===== config.mk =====
export PLATFORM = sky130hd
export DESIGN_NAME = wb_write_arbiter
export DESIGN_NICKNAME = d
export VERILOG_FILES = /design/src/rtl/wb_write_arbiter.sv
export SDC_FILE = /design/constraint.sdc
export NUM_CORES = 1
export LEC_CHECK = 0
export ABC_CLOCK_PERIOD_IN_PS = 7700
export BUFFER_PORTS_ARGS = -buffer_cell sky130_fd_sc_hd__buf_2
export CAP_MARGIN = 20
export CORE_ASPECT_RATIO = 0.9
export CORE_MARGIN = 3
export CORE_UTILIZATION = 55
export CTS_CLUSTER_SIZE = 8
export DETAILED_ROUTE_END_ITERATION = 12
export PLACE_DENSITY = 0.83
export SETUP_SLACK_MARGIN = 0.02
export SLEW_MARGIN = 15
export SYNTH_ARGS = -nofsm -noshare
export SYNTH_HDL_FRONTEND = slang
export SYNTH_SLANG_ARGS = --single-unit
export TNS_END_PERCENT = 20

===== constraint.sdc =====
create_clock -name clk -period 7.7 [get_ports clk]
set_input_delay 1.54 -clock clk [delete_from_list [all_inputs] [get_ports clk]]
set_output_delay 1.54 -clock clk [all_outputs]
set_load 0.05 [all_outputs]

===== src/rtl/wb_write_arbiter.sv =====
// rtl/wb_write_arbiter.sv - register file write-port arbiter with src1 buffering, WAW kill and forwarding
module wb_write_arbiter #(
  parameter int DEPTH = 4,
  parameter int AW    = 5,
  parameter int DW    = 32
) (
  input  logic                     clk,
  input  logic                     rst_n,
  input  logic                     src0_valid,
  input  logic [AW-1:0]            src0_addr,
  input  logic [DW-1:0]            src0_data,
  input  logic                     src1_valid,
  output logic                     src1_ready,
  input  logic [AW-1:0]            src1_addr,
  input  logic [DW-1:0]            src1_data,
  output logic                     we,
  output logic [AW-1:0]            rdc,
  output logic [DW-1:0]            rd,
  input  logic [AW-1:0]            rsc,
  input  logic [AW-1:0]            rtc,
  output logic                     rs_hit,
  output logic [DW-1:0]            rs_fwd,
  output logic                     rt_hit,
  output logic [DW-1:0]            rt_fwd,
  output logic [$clog2(DEPTH):0]   pending
);

  localparam int PW = $clog2(DEPTH);

  logic [AW-1:0]    ent_addr [DEPTH];
  logic [DW-1:0]    ent_data [DEPTH];
  logic [DEPTH-1:0] ent_live;
  logic [PW-1:0]    head, tail;
  logic [PW:0]      count;

  logic src0_w, src1_acc, src1_w, fifo_empty, do_pop, do_push, bypass;

  assign pending    = count;
  assign src1_ready = (count < (PW+1)'(DEPTH));
  assign fifo_empty = (count == '0);
  assign src0_w     = src0_valid && (src0_addr != '0);
  assign src1_acc   = src1_valid && src1_ready;
  // src0 is younger than any src1 result, so a same-address src1 is already dead
  assign src1_w     = src1_acc && (src1_addr != '0) && !(src0_w && (src0_addr == src1_addr));
  assign do_pop     = !src0_w && !fifo_empty;
  assign bypass     = !src0_w && fifo_empty && src1_w;
  assign do_push    = src1_w && !bypass;

  always_ff @(posedge clk or negedge rst_n) begin
    if (!rst_n) begin
      we       <= 1'b0;
      rdc      <= '0;
      rd       <= '0;
      head     <= '0;
      tail     <= '0;
      count    <= '0;
      ent_live <= '0;
      for (int i = 0; i < DEPTH; i++) begin
        ent_addr[i] <= '0;
        ent_data[i] <= '0;
      end
    end else begin
      if (src0_w) begin
        we  <= 1'b1;
        rdc <= src0_addr;
        rd  <= src0_data;
      end else if (do_pop) begin
        we <= ent_live[head];
        if (ent_live[head]) begin
          rdc <= ent_addr[head];
          rd  <= ent_data[head];
        end
      end else if (bypass) begin
        we  <= 1'b1;
        rdc <= src1_addr;
        rd  <= src1_data;
      end else begin
        we <= 1'b0;
      end

      for (int i = 0; i < DEPTH; i++) begin
        if (src0_w && ent_addr[i] == src0_addr) ent_live[i] <= 1'b0;
      end

      if (do_pop) begin
        ent_live[head] <= 1'b0;
        head           <= head + 1'b1;
      end

      if (do_push) begin
        ent_addr[tail] <= src1_addr;
        ent_data[tail] <= src1_data;
        ent_live[tail] <= 1'b1;
        tail           <= tail + 1'b1;
      end

      if (do_push && !do_pop)      count <= count + 1'b1;
      else if (do_pop && !do_push) count <= count - 1'b1;
    end
  end

  logic [PW-1:0] idx;

  // Scan oldest to youngest so the youngest live match overrides; live bits exist only in occupied slots
  always_comb begin
    rs_hit = 1'b0;
    rs_fwd = '0;
    rt_hit = 1'b0;
    rt_fwd = '0;
    idx    = '0;
    if (we && rdc == rsc && rsc != '0) begin
      rs_hit = 1'b1;
      rs_fwd = rd;
    end
    if (we && rdc == rtc && rtc != '0) begin
      rt_hit = 1'b1;
      rt_fwd = rd;
    end
    for (int i = 0; i < DEPTH; i++) begin
      idx = head + PW'(i);
      if (ent_live[idx] && ent_addr[idx] == rsc && rsc != '0) begin
        rs_hit = 1'b1;
        rs_fwd = ent_data[idx];
      end
      if (ent_live[idx] && ent_addr[idx] == rtc && rtc != '0) begin
        rt_hit = 1'b1;
        rt_fwd = ent_data[idx];
      end
    end
  end

endmodule


# After elaboration in Yosys (flattened, before gate mapping)
# Index checks and enable logic that the tools add are counted.
op_classes:
  addsub: 6
  n_lt_le_gt_ge: 14
  eq_ne: 16
  mux: 81
  bitwise_logic: 8
  reduce_logical: 52
ops:
  columns: ["cell", "n"]
  rows:
  - ["$mux W32", 23]
  - ["$bmux W32 S2", 4]
  - ["$bwmux W128", 1]
  - ["$eq A5 B5 Y1", 15]
  - ["$mux W5", 13]
  - ["$demux W32 S2", 1]
  - ["$bmux W5 S2", 4]
  - ["$logic_and A1 B1 Y1", 38]
  - ["$mux W1", 23]
  - ["$bwmux W20", 1]
  - ["$reduce_bool A5 Y1", 4]
  - ["$ge A3 B3 Y1 const B", 5]
  - ["$lt A2 B3 Y1 const B", 5]
  - ["$not A2 Y3", 5]
  - ["$demux W5 S2", 1]
  - ["$bmux W1 S2", 4]
  - ["$mux W4", 2]
  - ["$logic_not A1 Y1", 6]
  - ["$mux W3", 2]
  - ["$add A2 B1 Y2 const B", 2]
  - ["$add A2 B2 Y2 const B", 2]
  - ["$and A4 B4 Y4", 1]
  - ["$demux W1 S2", 2]
  - ["$ge A2 B1 Y1 const B", 2]
  - ["other kinds (11)", 11]
totals:
  ff_bits: 197
  in_bits: 88
  out_inout_bits: 108
  elab_cells: 192

# Longest topological paths before layout
# Gate-level depths: netlist of the first run.
depth:
  depth_word: 12
  mapped_depth: 16
  mapped_depth_nobuf: 11

# Worst setup path after synthesis of the first run
# Ideal clock, no wire load.
synth_timing:
  kind: "register -> output"
  startpoint: "reg head[1]"
  endpoint: "out rt_fwd[17]"
  arrival_time_ps: 4763
  required_ps: 6160
  path_slack_ps: 1397
  stages_incl_launch_ff: 16
  n_path_buf: 7
  cell_sequence: "dfrtp_1 buf_2 buf_2 buf_1 buf_1 inv_1 ha_1 buf_2 buf_4 mux4_2 xor2_1 nor4_1 and2_1 buf_2 a221oi_1 o31ai_1"
synth_between:
  elab_chain_len: 11
  elab_cells_between_ends: 55
  classes_between: "3 x add/sub; 4 x eq/ne; 36 x mux; 4 x bitwise; 8 x reduce/logical"
synth_lines:
  columns: ["item", "line", "source"]
  rows:
  - ["from (decl)", "33", "logic [PW-1:0] head, tail;"]
  - ["from (signal assigned)", "87", "head <= head + 1'b1;"]
  - ["$add A2 B1 Y2 / $not A2 Y3 (equally long branches)", "120, 125, 127", null]
  - ["$not A2 Y3 (implied by the code) / $bmux W5 S2 (equally long branches)", "125, 127", null]
  - ["$bmux W5 S2 / $mux W5 (equally long branches)", "125", "if (ent_live[idx] && ent_addr[idx] == rtc && rtc != '0) begin"]
  - ["$mux W5 (implied by the code)", "125", null]
  - ["$mux W5 (implied by the code) / $eq A5 B5 Y1 (equally long branches)", "125", null]
  - ["$eq A5 B5 Y1 / $logic_and A1 B1 Y1 (equally long branches)", "125", null]
  - ["$logic_and A1 B1 Y1", "125", null]
  - ["$logic_and A1 B1 Y1 / $mux W32 (equally long branches)", "125", null]
  - ["$mux W32 (2 in series)", "125", null]
  - ["$mux W32 *", "125", null]
  - ["to (decl)", "24", "output logic [DW-1:0] rt_fwd,"]
# Every way passes the cells marked *; elsewhere a longest branch is shown, timed or not. The select of a mux whose other input is x is not followed.

# Worst setup path after layout of the first run
layout_timing:
  startpoint: "reg head[0]"
  endpoint: "out rt_fwd[4]"
layout_between:
  elab_cells_between_ends: 55
  classes_between: "3 x add/sub; 4 x eq/ne; 36 x mux; 4 x bitwise; 8 x reduce/logical"
layout_lines:
  columns: ["item", "line", "source"]
  rows:
  - ["$add A2 B2 Y2 *", "120", "idx = head + PW'(i);"]
  - ["net idx[0]", "102", "logic [PW-1:0] idx;"]
  - ["$not A2 Y3 (implied by the code)", "125, 127", null]
  - ["$bmux W5 S2", "125", null]
  - ["$mux W5 (implied by the code) (2 in series)", "125", null]
  - ["$eq A5 B5 Y1", "125", null]
  - ["$logic_and A1 B1 Y1 (2 in series)", "125", null]
  - ["$mux W32 *", "125", null]
# Mark *: on every way through the listed nets, which the timed path passes. The rest lies on a longest branch. The select of a mux whose other input is x is not followed.

==> qor.yml, run 1 <==
critical_path:
  r2r_end: "rd[20]$_DFFE_PN0P_"
  required_ps: 6160
  crit_type: "flip-flop to primary output"
  worstPathArrival_ps: 5390
  cp-startpoint: "head[0]$_DFFE_PN0N_"
  crit_path_end: "rt_fwd[4]"
  critPathCaptureType: "primary output"
  cp_max_fo: 39
  critPathLaunchType: "flip-flop"
  rr_worst_depth: 7
  worst-r2r-setup-slack_ps: 3990
  worstReg2RegStart: "head[0]$_DFFE_PN0N_"
global_routing:
  grt_antenna_before_repair: 4
  grt_pass1_wl_um: 80200
  grt_max_degree: 71
  grt_pass1_vias: 14200
  grt_use_total_pct: 33.2
  overflow: 0
routing:
  drt_pass1_iterations: 6
  vias: 14000
  ant_nets: 0
  wire_per_inst_um: 27.0
  via_per_inst: 7.34
  drtIter0Drc: 2113
  drt_wl_total_um: 51500
  drc: 0
timing:
  worst_pin_slew_ps: 1190
  slew_violations: 0
  rsz0062_at_grt: "no"
  whs_ps: 551
  max-slew-margin-rel_pct: 20.9
  layout_min_cycle_time_ps: 6930
  setup_viol: 0
  fin_ws_ps: 773
  max_freq_mhz: 144
  hold_viol_final: 0
  final.setup.tns_ps: 0
  clock-skew-final_ps: 13.6
  finalCritPeriodShare_pct: 90.0
placement:
  place_hpwl_um: 31900
  io_buffers: 195
  gp_congestion: 0.931
  dp_slack_ps: 1420
finish:
  drive_gt1_share_pct: 37.4
  finalNetCount: 1630
  seqCellArea_mm2: 0.00494
  fillers: 2195
  area_growth_pct: 10.3
  multiInputGateArea_mm2: 0.0103
pwr:
  ir_drop_mv: 0.482
  p_per_area_mw_per_mm2: 520
  power_uw: 9110
  p_leak_uw: 0.00720
logic_synthesis:
  avgSynthCellArea_um2: 11.0
  netlist.top_cell.by_area: "dfrtp_1"
  synth_cells: 1446
  ys_seq_area_share_pct: 31.1
  synth_area_leaders: "dfrtp_1 31%, mux4_2 22%, mux2_4 7.2%"
  ys_seq_elements: 197
  yosysWarningCount: 0
  synth_cell_types: 49
  synth_area_mm2: 0.0159
  yosysTopAreaCellShare_pct: 31.1
  synthesis.nets: 1544
cts:
  cts_resized: 0
  cts.clk_slew.worst_paths_ps: 70
  cts_tree: "built"
  clock_latency_ps: 460
  post_cts_buffers: 0
  cts_sinks: 197
  cts_max_level: 4
  cts_root_buf: "clkbuf_16"
  numCtsBuffers: 17
  max-clock-path-buffers: 2
  postCtsHoldBufs: 0
floorplanning:
  die_area_mm2: 0.0309
  die_w_um: 185
  ios: 196
  initial_utilization_pct: 56.4
  die_height_um: 167
  coreArea_mm2: 0.0282
  std_cell_rows: 58
run:
  maxCapViolCount: 0
run_status:
  status: "finished clean"
min_path:
  holdCritPathClass: "flip-flop to flip-flop"
-- critical path, cell delays in order (launching register included) --
cell,delay [ps]
dfrtp_4,720
inv_1,220
ha_4,740
mux4_2,640
xor2_1,170
nor4_1,320
and2_1,920
buf_4,420
a221oi_1,80
o211ai_1,320
buf_2,330
-- layout by cell type, fill, tap and decap left out, types with 17 or more instances in the layout --
cell type,count
xor2_1,38
mux4_2,152
xnor2_1,43
nand3_1,68
mux2_4,76
nand2_1,185
o211ai_1,91
and2_1,34
buf_2,194
buf_4,19
mux2_2,74
a221oi_1,65
a21oi_1,69
clkbuf_16,17
nor2b_1,32
dfrtp_1,195
o21ai_0,68
-- Yosys cell counts (all sizes together) --
cell and number:
a211o 1, a211oi 1, a21o 1, a21oi 72
a221o 1, a221oi 65, a2bb2oi 1, a311oi 1
a31oi 3, a32oi 4, and2 35, and3 3
and4 1, buf 70, clkbuf 81, dfrtp 197
fa 1, ha 9, inv 13, mux2 150
mux2i 4, mux4 152, nand2 189, nand3 68
nand4 7, nor2 13, nor2b 32, nor3 6
nor4 10, o211ai 91, o21a 2, o21ai 69
o31ai 4, or2 4, or3 2, or4 2
xnor2 43, xor2 38
-- per-layer routing --
metal	GRT usage (%)	routed length (µm)
met1	44.6	18700
met2	49.3	22900
met3	10.1	7230
met4	16.1	2600
met5	0.640	34
-- where the power goes --
| part | total, µW | internal, µW | switching (µW) |
|---|---|---|---|
| Clock | 907 | 465 | 442 |
| Sequential | 2320 | 1550 | 766 |
| Combinational | 5880 | 2700 | 3190 |
| Total | 9110 | 4710 | 4400 |
-- kinds of logic (layout without fill, tap and decap cells) --
kind of cell	count (synthesis)	count (layout)	share of synthesized area (%)
other cells	0	4	0
simple gates	372	372	11.1
fa+ha+maj	10	10	0.836
mux	306	306	34.3
flops	197	197	31.1
xor+xnor	81	81	4.47
buf+inv	164	263	4.90
compound gates	316	316	13.4
-- flip-flops by register name, summed over array words and instances (netlist names) --
register and cells:
ent_addr 20, pending 3, tail 2, we 1, ent_live 4, head 2, ent_data 128, rdc 5
rd 32
-- worst min-delay path by stage --
stage	start	to	slack (ps)	depth (start not counted)
floorplan	ent_live[1]$_DFF_PN0_	ent_live[1]$_DFF_PN0_	490	2
CTS	rd[26]$_DFFE_PN0P_	rd[26]$_DFFE_PN0P_	540	2
detailed placement	rd[26]$_DFFE_PN0P_	rd[26]$_DFFE_PN0P_	520	2
finish	rd[19]$_DFFE_PN0P_	rd[19]$_DFFE_PN0P_	550	2
global route	rd[22]$_DFFE_PN0P_	rd[22]$_DFFE_PN0P_	580	2
global placement	rd[26]$_DFFE_PN0P_	rd[26]$_DFFE_PN0P_	510	2
-- cell type report --
class	instances	share of cell area (%)
diodes	4	0.0572
flip-flops and latches	197	28.2
well taps	360	2.57
clock buffers	19	2.53
clock inverters	13	0.765
multi-input cells	1085	58.6
repair buffers	218	6.94
inverters	13	0.279
-- through the flow --
step	util [%]	instance area (µm²)	cells
global placement	59.8	16800	1870
finish	62.1	17500	1909
floorplan	-	15900	1446
global route	62.1	17500	1907
detailed placement	59.8	16800	1870
CTS	61.8	17400	1902
Note: power is estimated with default switching activity, not from simulation.
==> run 2, diff against run 1 <==
--- a/config.mk
+++ b/config.mk
@@ -10,10 +10,10 @@
 export CAP_MARGIN = 20
 export CORE_ASPECT_RATIO = 0.9
 export CORE_MARGIN = 3
-export CORE_UTILIZATION = 55
+export CORE_UTILIZATION = 28
 export CTS_CLUSTER_SIZE = 8
 export DETAILED_ROUTE_END_ITERATION = 12
-export PLACE_DENSITY = 0.83
+export PLACE_DENSITY = 0.51
 export SETUP_SLACK_MARGIN = 0.02
 export SLEW_MARGIN = 15
 export SYNTH_ARGS = -nofsm -noshare
==> run 2 against run 1 <==
  * Sequential share of layout area shrank 0.86 points
  * Clock power grew 2.4%
  * Die area grew 93%
  * Count of clock-buffer cells in the layout grew 4
  * Flip-flop and latch count is the same
  * Critical endpoint is now rt_fwd[1]
  * Largest cell class unchanged
==> qor.yml, run 2 (same netlist as run 1, synthesis figures left out) <==
routing:
  vias: 13500
  drtIter0Drc: 1365
  drt_pass1_iterations: 10
  drc: 0
  wire_per_inst_um: 26.7
  via_per_inst: 5.88
  drt_wl_total_um: 61400
  ant_nets: 0
global_routing:
  grt_pass1_wl_um: 91200
  overflow: 0
  grt_use_total_pct: 20.5
  grt_max_degree: 86
  grt_antenna_before_repair: 4
  grt_pass1_vias: 13600
timing:
  max-slew-margin-rel_pct: 20.8
  slew_violations: 0
  finalCritPeriodShare_pct: 89.1
  clock-skew-final_ps: 17.8
  worst_pin_slew_ps: 1180
  setup_viol: 0
  max_freq_mhz: 146
  layout_min_cycle_time_ps: 6860
  hold_viol_final: 0
  rsz0062_at_grt: "no"
  final.setup.tns_ps: 0
finish:
  reg_top3: "ent_data: 128 flops, rd: 32 flops, ent_addr: 20 flops"
  drive_gt1_share_pct: 37.3
  layout_common_cells: "195 x dfrtp_1, 194 x buf_2, 184 x nand2_1"
  finalNetCount: 1627
  final_common_cell: "dfrtp_1"
  area_growth_pct: 13.7
  fillers: 5621
  top_register: "ent_data"
  largest_register_ffs: 128
run:
  maxCapViolCount: 0
cts:
  numCtsBuffers: 17
  cts_tree: "built"
  post_cts_buffers: 0
  cts_root_buf: "clkbuf_16"
  cts_max_level: 4
  cts.clk_slew.worst_paths_ps: 80
  cts_sinks: 197
  postCtsHoldBufs: 0
  clock_latency_ps: 500
  cts_resized: 0
  max-clock-path-buffers: 2
critical_path:
  critPathLaunchType: "flip-flop"
  crit_type: "flip-flop to primary output"
  worstPathArrival_ps: 5320
  required_ps: 6160
  cp_max_fo: 38
  critPathCaptureType: "primary output"
placement:
  io_buffers: 195
  gp_congestion: 0.864
  place_hpwl_um: 39200
floorplanning:
  die_w_um: 257
  ios: 196
  std_cell_rows: 82
  coreArea_mm2: 0.0559
  die_height_um: 232
  die_area_mm2: 0.0596
  initial_utilization_pct: 28.4
pwr:
  ir_drop_mv: 0.249
  p_per_area_mw_per_mm2: 510
  p_leak_uw: 0.00724
  power_uw: 9200
run_status:
  status: "finished clean"
min_path:
  holdCritPathClass: "flip-flop to flip-flop"
## run 2: critical path, stage by stage, from the launching register on
cell and delay [ps]:
dfrtp_4 870, inv_1 280, ha_4 630, mux4_2 600
xor2_1 160, nor4_1 410, and2_2 940, a221oi_1 120
o31ai_1 460, buf_2 350
## run 2: metal layers
metal  wire, µm  track usage [%]
met1      26400             27.9
met2      27600             31.0
met3       6000             6.36
met4       1330             6.50
met5         37                0
## run 2: through the flow
stage               area (µm²)  cells  util [%]  setup slack [ps]  hold WS [ps]
finish                   18000   2298      32.3               839           543
global route             18000   2297      32.3               485           571
CTS                      18000   2295      32.2               832           542
detailed placement       17400   2264      31.2              1400           521
global placement         17300   2260      31.0              1500           515
floorplan                15900   1446         -              1400           490
## run 2: path summary, 6_finish.rpt
| check | end | cells after the start | slack (ps) | start |
|---|---|---|---|---|
| hold / removal | rd[14]$_DFFE_PN0P_ | 2 | 540 | rd[14]$_DFFE_PN0P_ |
| hold reg to reg | rd[14]$_DFFE_PN0P_ | 2 | 540 | rd[14]$_DFFE_PN0P_ |
| setup / recovery | rt_fwd[1] | 9 | 840 | head[0]$_DFFE_PN0N_ |
| max in group asynchronous | ent_data[40]$_DFFE_PN0P_ | 2 | 5220 | rst_n |
| min in group asynchronous | ent_data[24]$_DFFE_PN0P_ | 1 | 1100 | rst_n |
| setup reg to reg | rdc[0]$_DFFE_PN0P_ | 6 | 4220 | head[1]$_DFFE_PN0N_ |
## run 2: final cells by class
type	instances	area [µm²]	area share, %
Tap cell	756	946	5.24
Timing Repair Buffer	215	1250	6.94
Antenna cell	1	2.50	0.0139
Clock buffer	23	458	2.54
Sequential cell	197	4940	27.4
Inverter	13	48.8	0.270
Multi-Input combinational cell	1085	10300	57.1
Clock inverter	8	104	0.575
## run 2: where the power goes
part / total [µW] / switching (µW) / internal [µW]
Sequential: 2360 / 817 / 1550
Combinational: 5900 / 3190 / 2720
Clock: 929 / 444 / 485
